File: src/rtl/paint_pkg.sv
// Shared types and canvas constants for the paint pipeline.
package paint_pkg;

  localparam int unsigned COORD_W  = 10;
  localparam int unsigned CANVAS_W = 512;
  localparam int unsigned CANVAS_H = 480;

  typedef logic [COORD_W-1:0] coord_t;
  typedef logic [7:0]         pixel_t;

  typedef enum logic [1:0] {
    IDLE,
    DOT,
    LINE
  } stroke_state_e;

  localparam pixel_t ERASE_PIXEL = 8'd0;

endpackage

File: src/rtl/bresenham_step.sv
// One Bresenham step: advances (x,y) by one pixel toward the target and
// flags when the new point lands on the target.
module bresenham_step
  import paint_pkg::*;
#(
  parameter int unsigned CW = COORD_W
) (
  input  logic [CW-1:0]        x,
  input  logic [CW-1:0]        y,
  input  logic [CW-1:0]        tx,
  input  logic [CW-1:0]        ty,
  input  logic signed [CW+1:0] err,
  input  logic signed [CW+1:0] dx,
  input  logic signed [CW+1:0] dy,
  input  logic                 sx,   // 1: step x downwards
  input  logic                 sy,   // 1: step y downwards
  output logic [CW-1:0]        nx,
  output logic [CW-1:0]        ny,
  output logic signed [CW+1:0] nerr,
  output logic                 done
);

  logic signed [CW+1:0] e2;

  assign e2 = err <<< 1;

  // Both tests use the pre-step e2; a diagonal step applies both updates.
  always_comb begin
    nerr = err;
    nx   = x;
    ny   = y;
    if (e2 >= dy) begin
      nerr = nerr + dy;
      nx   = sx ? x - CW'(1) : x + CW'(1);
    end
    if (e2 <= dx) begin
      nerr = nerr + dx;
      ny   = sy ? y - CW'(1) : y + CW'(1);
    end
    done = (nx == tx) && (ny == ty);
  end

endmodule

File: src/rtl/stroke_interp.sv
// Turns sparse mouse samples into continuous 1-pixel strokes, emitting one
// pixel write per clock toward the draw_control write port.
module stroke_interp #(
  parameter int unsigned CANVAS_W = paint_pkg::CANVAS_W,
  parameter int unsigned CANVAS_H = paint_pkg::CANVAS_H,
  parameter int unsigned CW       = paint_pkg::COORD_W
) (
  input  logic          Clk,
  input  logic          Reset_n,
  input  logic          Run,
  input  logic          PenDown,
  input  logic          Erase,
  input  logic [7:0]    ColorIn,
  input  logic [CW-1:0] MouseX,
  input  logic [CW-1:0] MouseY,
  output logic          WE,
  output logic [CW-1:0] WriteX,
  output logic [CW-1:0] WriteY,
  output logic [7:0]    WritePixel,
  output logic          Busy
);

  paint_pkg::stroke_state_e state, next_state;

  logic                 have_last;
  logic [CW-1:0]        last_x, last_y;
  logic [CW-1:0]        tgt_x, tgt_y;
  logic [CW-1:0]        cur_x, cur_y;
  logic [7:0]           colour;
  logic signed [CW+1:0] err, dx, dy;
  logic                 sx, sy;

  logic                 start_dot, start_line;
  logic signed [CW+1:0] mx_s, my_s, lx_s, ly_s, adx, ady;

  logic [CW-1:0]        step_x, step_y;
  logic signed [CW+1:0] step_err;
  logic                 step_done;

  assign mx_s = $signed({2'b00, MouseX});
  assign my_s = $signed({2'b00, MouseY});
  assign lx_s = $signed({2'b00, last_x});
  assign ly_s = $signed({2'b00, last_y});
  assign adx  = (MouseX >= last_x) ? mx_s - lx_s : lx_s - mx_s;
  assign ady  = (MouseY >= last_y) ? my_s - ly_s : ly_s - my_s;

  bresenham_step #(
    .CW(CW)
  ) u_step (
    .x   (cur_x),
    .y   (cur_y),
    .tx  (tgt_x),
    .ty  (tgt_y),
    .err (err),
    .dx  (dx),
    .dy  (dy),
    .sx  (sx),
    .sy  (sy),
    .nx  (step_x),
    .ny  (step_y),
    .nerr(step_err),
    .done(step_done)
  );

  // State register.
  always_ff @(posedge Clk or negedge Reset_n) begin
    if (!Reset_n) state <= paint_pkg::IDLE;
    else          state <= next_state;
  end

  // Next-state decode; Run overrides everything and parks in IDLE.
  always_comb begin
    next_state = state;
    start_dot  = 1'b0;
    start_line = 1'b0;
    if (Run) begin
      next_state = paint_pkg::IDLE;
    end else begin
      case (state)
        paint_pkg::IDLE: begin
          start_dot  = PenDown && !have_last;
          start_line = PenDown && have_last &&
                       ((MouseX != last_x) || (MouseY != last_y));
          if (start_dot)       next_state = paint_pkg::DOT;
          else if (start_line) next_state = paint_pkg::LINE;
        end
        paint_pkg::DOT:  next_state = paint_pkg::IDLE;
        paint_pkg::LINE: if (step_done) next_state = paint_pkg::IDLE;
        default:         next_state = paint_pkg::IDLE;
      endcase
    end
  end

  // Stroke datapath and registered write port.
  always_ff @(posedge Clk or negedge Reset_n) begin
    if (!Reset_n) begin
      WE         <= 1'b0;
      WriteX     <= '0;
      WriteY     <= '0;
      WritePixel <= '0;
      Busy       <= 1'b0;
      have_last  <= 1'b0;
      last_x     <= '0;
      last_y     <= '0;
      tgt_x      <= '0;
      tgt_y      <= '0;
      cur_x      <= '0;
      cur_y      <= '0;
      colour     <= '0;
      err        <= '0;
      dx         <= '0;
      dy         <= '0;
      sx         <= 1'b0;
      sy         <= 1'b0;
    end else begin
      WE   <= 1'b0;
      Busy <= (next_state != paint_pkg::IDLE);
      if (Run) begin
        have_last <= 1'b0;
      end else begin
        case (state)
          paint_pkg::IDLE: begin
            if (!PenDown) begin
              have_last <= 1'b0;
            end else if (start_dot || start_line) begin
              tgt_x  <= MouseX;
              tgt_y  <= MouseY;
              colour <= Erase ? paint_pkg::ERASE_PIXEL : ColorIn;
              cur_x  <= last_x;
              cur_y  <= last_y;
              dx     <= adx;
              dy     <= -ady;
              err    <= adx - ady;
              sx     <= (MouseX < last_x);
              sy     <= (MouseY < last_y);
            end
          end
          paint_pkg::DOT: begin
            WE         <= (32'(tgt_x) < CANVAS_W) && (32'(tgt_y) < CANVAS_H);
            WriteX     <= tgt_x;
            WriteY     <= tgt_y;
            WritePixel <= colour;
            last_x     <= tgt_x;
            last_y     <= tgt_y;
            have_last  <= 1'b1;
          end
          paint_pkg::LINE: begin
            cur_x      <= step_x;
            cur_y      <= step_y;
            err        <= step_err;
            WE         <= (32'(step_x) < CANVAS_W) && (32'(step_y) < CANVAS_H);
            WriteX     <= step_x;
            WriteY     <= step_y;
            WritePixel <= colour;
            if (step_done) begin
              last_x <= tgt_x;
              last_y <= tgt_y;
            end
          end
          default: ;
        endcase
      end
    end
  end

endmodule

File: config.mk
export PLATFORM = sky130hd
export DESIGN_NAME = stroke_interp
export DESIGN_NICKNAME = d
export VERILOG_FILES = /design/src/rtl/paint_pkg.sv /design/src/rtl/bresenham_step.sv /design/src/rtl/stroke_interp.sv
export SDC_FILE = /design/constraint.sdc
export NUM_CORES = 1
export LEC_CHECK = 0
export CORE_MARGIN = 3
export CORE_UTILIZATION = 50
export DETAILED_ROUTE_END_ITERATION = 16
export HOLD_SLACK_MARGIN = 0.05
export PLACE_DENSITY = 0.74
export SYNTH_ARGS = -nofsm -noshare
export SYNTH_HDL_FRONTEND = slang
export SYNTH_SLANG_ARGS = --single-unit
File: constraint.sdc
create_clock -name Clk -period 5.5 [get_ports Clk]
set_input_delay 0.55 -clock Clk [delete_from_list [all_inputs] [get_ports Clk]]
set_output_delay 0.55 -clock Clk [all_outputs]
set_load 0.005 [all_outputs]
======== Yosys cells after proc, flatten, opt, wreduce, memory -nomap -nowiden ========
Cells that the tools add are included.
word-level totals
  bits in registers ....................... 139
  output and inout port bits .............. 30
operators by class
  add/sub/neg operators ................... 12
  magnitude comparators ................... 10
  equal/unequal tests ..................... 10
  multiplexer cells ....................... 38
  bitwise gates (word level) .............. 1
  reductions and logical operators ........ 21
operator list
  operator                                             number
  case mux 10 bit (2 select lines)                     6
  two-way mux 10 bit                                   10
  two-way mux 12 bit                                   6
  subtractor 10 x 10 -> 11 bit                         4
  adder 12 bit                                         2
  case mux 12 bit (2 select lines)                     1
  adder 10 x 1 -> 10 bit, second input constant        2
  equality test 10 bit                                 2
  greater-or-equal comparator 10 bit                   2
  < comparator 10 bit                                  2
  < comparator 10 bit, second input constant           2
  < comparator 10 x 9 -> 1 bit, second input constant  2
  != test 10 bit                                       2
  subtractor 10 x 1 -> 10 bit, second input constant   2
  greater-or-equal comparator 12 bit                   1
  <= comparator 12 bit                                 1
  negation 12 bit                                      1
  subtractor 12 bit                                    1
  two-way mux 2 bit                                    4
  two-way mux 8 bit                                    1
  AND reduction 4 bit                                  2
  two-way mux 1 bit                                    7
  logical AND 1 bit                                    6
  != test 2 bit, second input constant                 3
  14 further kinds                                     20

======== Longest topological paths before layout ========
  depth after elaboration ................. 9
  depth in mapped cells ................... 23
  gate-level depth less buffers ........... 20

======== Cells and area by module ========
From an unflattened synthesis, not the netlist that was laid out.
second synthesis, totals
  cells, all modules ...................... 1323
  area total of the unflattened synthesis .. 11471.0 um^2
by module, submodules not included
  module          times used  cells an instance  area an instance (um^2)  seq. area each (um^2)
  stroke_interp   1           877                8197.9                   3453.3
  bresenham_step  1           446                3273.1                   0.0

======== Worst setup path before layout ========
No wires, ideal clock.
  kind .................................... input to register
  from .................................... input port MouseX[8]
  to ...................................... register err[10]
  setup time .............................. 0.142 ns
  arrival time ............................ 4.506 ns
  setup slack ............................. 0.852 ns
  stages on the path ...................... 18
  buffers on the path ..................... 1
  cell sequence ........................... inv_1 -> ha_1 -> a211o_1 -> or3_1 -> o21ai_1 -> buf_2 -> mux2_2 -> fa_1 -> a21o_1 -> a21oi_1 -> o21ai_0 -> a21oi_1 -> o21ai_0 -> a21oi_1 -> o21ai_0 -> xor2_1 -> xnor2_1 -> o221ai_1
on the way
  elaborated cells between the ends (all ways) .. 16
RTL lines
  what                                line                  source
  start, declared                     stroke_interp.sv:14   input logic [CW-1:0] MouseX,
  greater-or-equal comparator 10 bit  stroke_interp.sv:44   assign adx = (MouseX >= last_x) ? mx_s - lx_s : lx_s - mx_s;
  two-way mux 12 bit                  stroke_interp.sv:44
  via adx[1]                          stroke_interp.sv:34   logic signed [CW+1:0] mx_s, my_s, lx_s, ly_s, adx, ady;
  subtractor 12 bit                   stroke_interp.sv:133  err <= adx - ady;
  two-way mux 12 bit                  stroke_interp.sv:125  end else if (start_dot || start_line) begin
  two-way mux 12 bit                  stroke_interp.sv:123  if (!PenDown) begin
  case mux 12 bit (2 select lines)    stroke_interp.sv:121  case (state)
  end signal, assigned                stroke_interp.sv:133
  end signal, assigned                stroke_interp.sv:150  err <= step_err;
  end, declared                       stroke_interp.sv:30   logic signed [CW+1:0] err, dx, dy;
The timed path passes the listed nets, and every way through them passes these cells. The select of a mux whose other input is x is not followed.
A chain may end at the register's enable or synchronous reset.

======== Final worst setup path ========
  from .................................... register err[10]
  to ...................................... register err[10]
on the way
  cells in the longest elaborated chain, start to end .. 5
  elaborated cells between the ends (all ways) .. 7
RTL lines
  what                                                                line                                        source
  adder 12 bit or greater-or-equal comparator 12 bit (tied branches)  bresenham_step.sv:33, bresenham_step.sv:32
  two-way mux 12 bit                                                  bresenham_step.sv:32                        if (e2 >= dy) begin
  adder 12 bit                                                        bresenham_step.sv:37                        nerr = nerr + dx;
  two-way mux 12 bit (*)                                              bresenham_step.sv:36                        if (e2 <= dx) begin
  case mux 12 bit (2 select lines) (*)                                stroke_interp.sv:121
Mark *: on every way between the ends. The rest lies on a longest branch, timed or not.

==> results.toml <==
[clock_tree]
clk_pin_slew_worst_paths_ns = 0.06
cts_root_buf = "clkbuf_16"
clk_latency_ns = 0.44
clock_path_buffers = 2
h-tree-depth = 4
hold_buffers = 0
cts_tree = "yes"
cts_buffers = 17
cts_resized = 0
clock_sinks = 137
cts_setup_buffers = 0

[sta]
final_max_slew_viol_count = 0
worst_pin_slew_ns = 0.986
slew_headroom = 0.343
fin_skew_ns = 0.0192
rsz0062_at_grt = "false"
setup_viol = 0
fin_crit_ns = 4.87
hold_viol = 0
fin_setup_tns_ns = 0
clock.fmax_mhz = 205
fin_ws_ns = 0.625
period_share = 0.886

[place]
io_buffer_count = 62
dp_slack_ns = 0.388
gp_congestion = 0.994
post-dp-hpwl_mm = 26.6

[synthesis]
seq_area_frac_synth = 0.289
syn-num-nets = 1560
syn_area_mm2 = 0.0118
async_reset_ff_frac = 1.00
yosys.area.top_type_share = 0.289
synth-edff-count = 0
ys_warn_count = 0
synth_cell_types = 90
ys.flop_type = "dfrtp_1"
synth.area.top_cells = "dfrtp_1 29%, ha_1 12%, nand2_1 5.8%"
ys_seq_elements = 137
yosysTopAreaCell = "dfrtp_1"
synth_area_per_cell_um2 = 8.42
synthCells = 1406

[layout]
drive_gt1_frac = 0.0816
n_antenna_cell = 0
final_common_cell = "nand2_1"
areaGrowthSynthToFinish_pct = 13.0
final_cell_mix = "181 x nand2_1, 137 x dfrtp_1, 129 x o21ai_0, 113 x inv_1, 111 x ha_1"
fin_nets = 1611
fillers = 2122

[detailed_routing]
postRouteAntennaNets = 0
drcViolationCount = 0
drt_iter0_drc = 934
wl_per_cell_um = 19.3
vias = 10600
first_pass_iters = 5
wl_mm = 34.5
viasPerCell = 5.97

[critical_path]
crit_chain = "ha_1 > nand4_2 > a211oi_2 > o31ai_4 > buf_4 > nand2_1 > nand2_1 > ha_1 > fa_1 > a21o_1 > a21oi_1 > nor2b_1 > o21a_1 > o41a_1 > mux2i_1 > a21oi_1 > xnor3_1 > nand3_1 > o221ai_1"
crit_slowest_cell = "ha_1"
reg2reg_from = "err[10]"
crit_fanout = 15
cp_num_buf_inv = 1
crit_type = "reg2reg"
regToRegSetupSlack_ns = 0.63
critPathTopFamily = "compound AO/OA/AOI/OAI gates"
r2r_end = "err[10]"
critPathMaxStageDelay_ns = 0.55
endpoint_kind = "flop"
worst_setup_path_start_kind = "flop"
crit_end = "err[10]"
cp.arrival_ns = 5.15
required_ns = 5.78
r2r_cells = 19
setup.worst_path.start = "err[10]"
cp.depth = 19

[floorplanning]
die_h_um = 160
dieWidth_um = 160
rows = 55
die_area_mm2 = 0.0256
core_area_mm2 = 0.0230
io_pins = 63
start_util = 0.515

[worst_hold_path]
hold_path.class = "in2async"

[run]
cap_viol_max_count = 0

[global_route]
grt_pass1_wl_mm = 54.8
grt_max_degree = 102
grt_antenna_before_repair = 1
grt_pass1_vias = 10100
gr-usage-all-layers = 0.269
gr-total-overflow = 0

[run_status]
status = "completed"
-- cell families (layout without fill, tap and decap cells) --
kind of cell / after synthesis / count (layout) / share of synthesized area
AO/OA/AOI/OAI: 408 / 408 / 0.229
XOR/XNOR: 72 / 72 / 0.0592
adder cells (fa/ha/maj): 121 / 121 / 0.134
buffers and inverters: 167 / 231 / 0.0566
flip-flops: 137 / 137 / 0.289
multiplexers: 63 / 63 / 0.0586
AND/OR/NAND/NOR: 438 / 438 / 0.174
-- metal layers --
layer / share of wire / wire (um) / vias to the layer above / global-route usage
met5: 0.00038 / 13 / - / 0
met4: 0.023 / 801 / 2 / 0.0765
met3: 0.086 / 2970 / 58 / 0.0612
met2: 0.44 / 15200 / 378 / 0.418
met1: 0.45 / 15500 / 5102 / 0.379
li1: - / - / 5107 / -
-- metrics by stage --
stage	cells	util	hold WS, ns	area, um2
after floorplan	1406	-	0.254	11800
after global placement	1751	0.558	0.446	12800
after detailed placement	1751	0.558	0.451	12800
after CTS	1783	0.582	0.270	13400
after global routing	1783	0.582	0.301	13400
final	1783	0.582	0.166	13400
-- state kept, by name, indices dropped and copies added (netlist names), 10 cells and up --
signal  cells
dy         12
tgt_x      10
dx         11
cur_x      10
last_x     10
tgt_y      10
err        11
WriteY     10
WriteX     10
cur_y      10
last_y     10
-- area by class of cell --
type                    count  area [um2]  area share
repair buffers             86         815      0.0609
multi-input cells        1102        7760       0.580
clock inverters            13         123     0.00916
well taps                 313         392      0.0293
flip-flops and latches    137        3430       0.256
inverters                 113         424      0.0317
clock buffers              19         443      0.0331
-- Yosys cell counts (18+ instances only) --
cell and number:
a21o_1 25, a21oi_1 75, clkbuf_1 39, dfrtp_1 137, ha_1 112, inv_1 113, mux2_2 23, mux2i_1 33
nand2_1 182, nand2b_1 22, nand3_1 33, nor2_1 92, nor2b_1 19, o21ai_0 129, o31ai_1 24, xnor2_1 49
xor2_1 18
-- worst register-to-register path, delay by kind of cell (launching register included) --
kind	cells	cell delay [ns]
AOI/OAI and AO/OA	8	1.91
and+or+nand+nor	5	0.59
DFF	1	0.42
xor gates and xnor gates	1	0.23
adders and majority gates	3	1.21
muxes	1	0.15
buffers and inverters	1	0.24
-- worst min-delay path by stage --
stage / endpoint / slack, ns / depth (start not counted)
6_report: WriteY[2] / 0.17 / 1
5_1_grt: WriteY[0] / 0.30 / 1
4_1_cts: cur_x[5] / 0.27 / 1
3_5_place_dp: WritePixel[6] / 0.45 / 2
3_3_place_gp: WritePixel[5] / 0.45 / 2
2_1_floorplan: Busy / 0.25 / 0
Power is not shown: default switching activity piles up to over one toggle a cycle in this logic, so the estimate is an artifact.
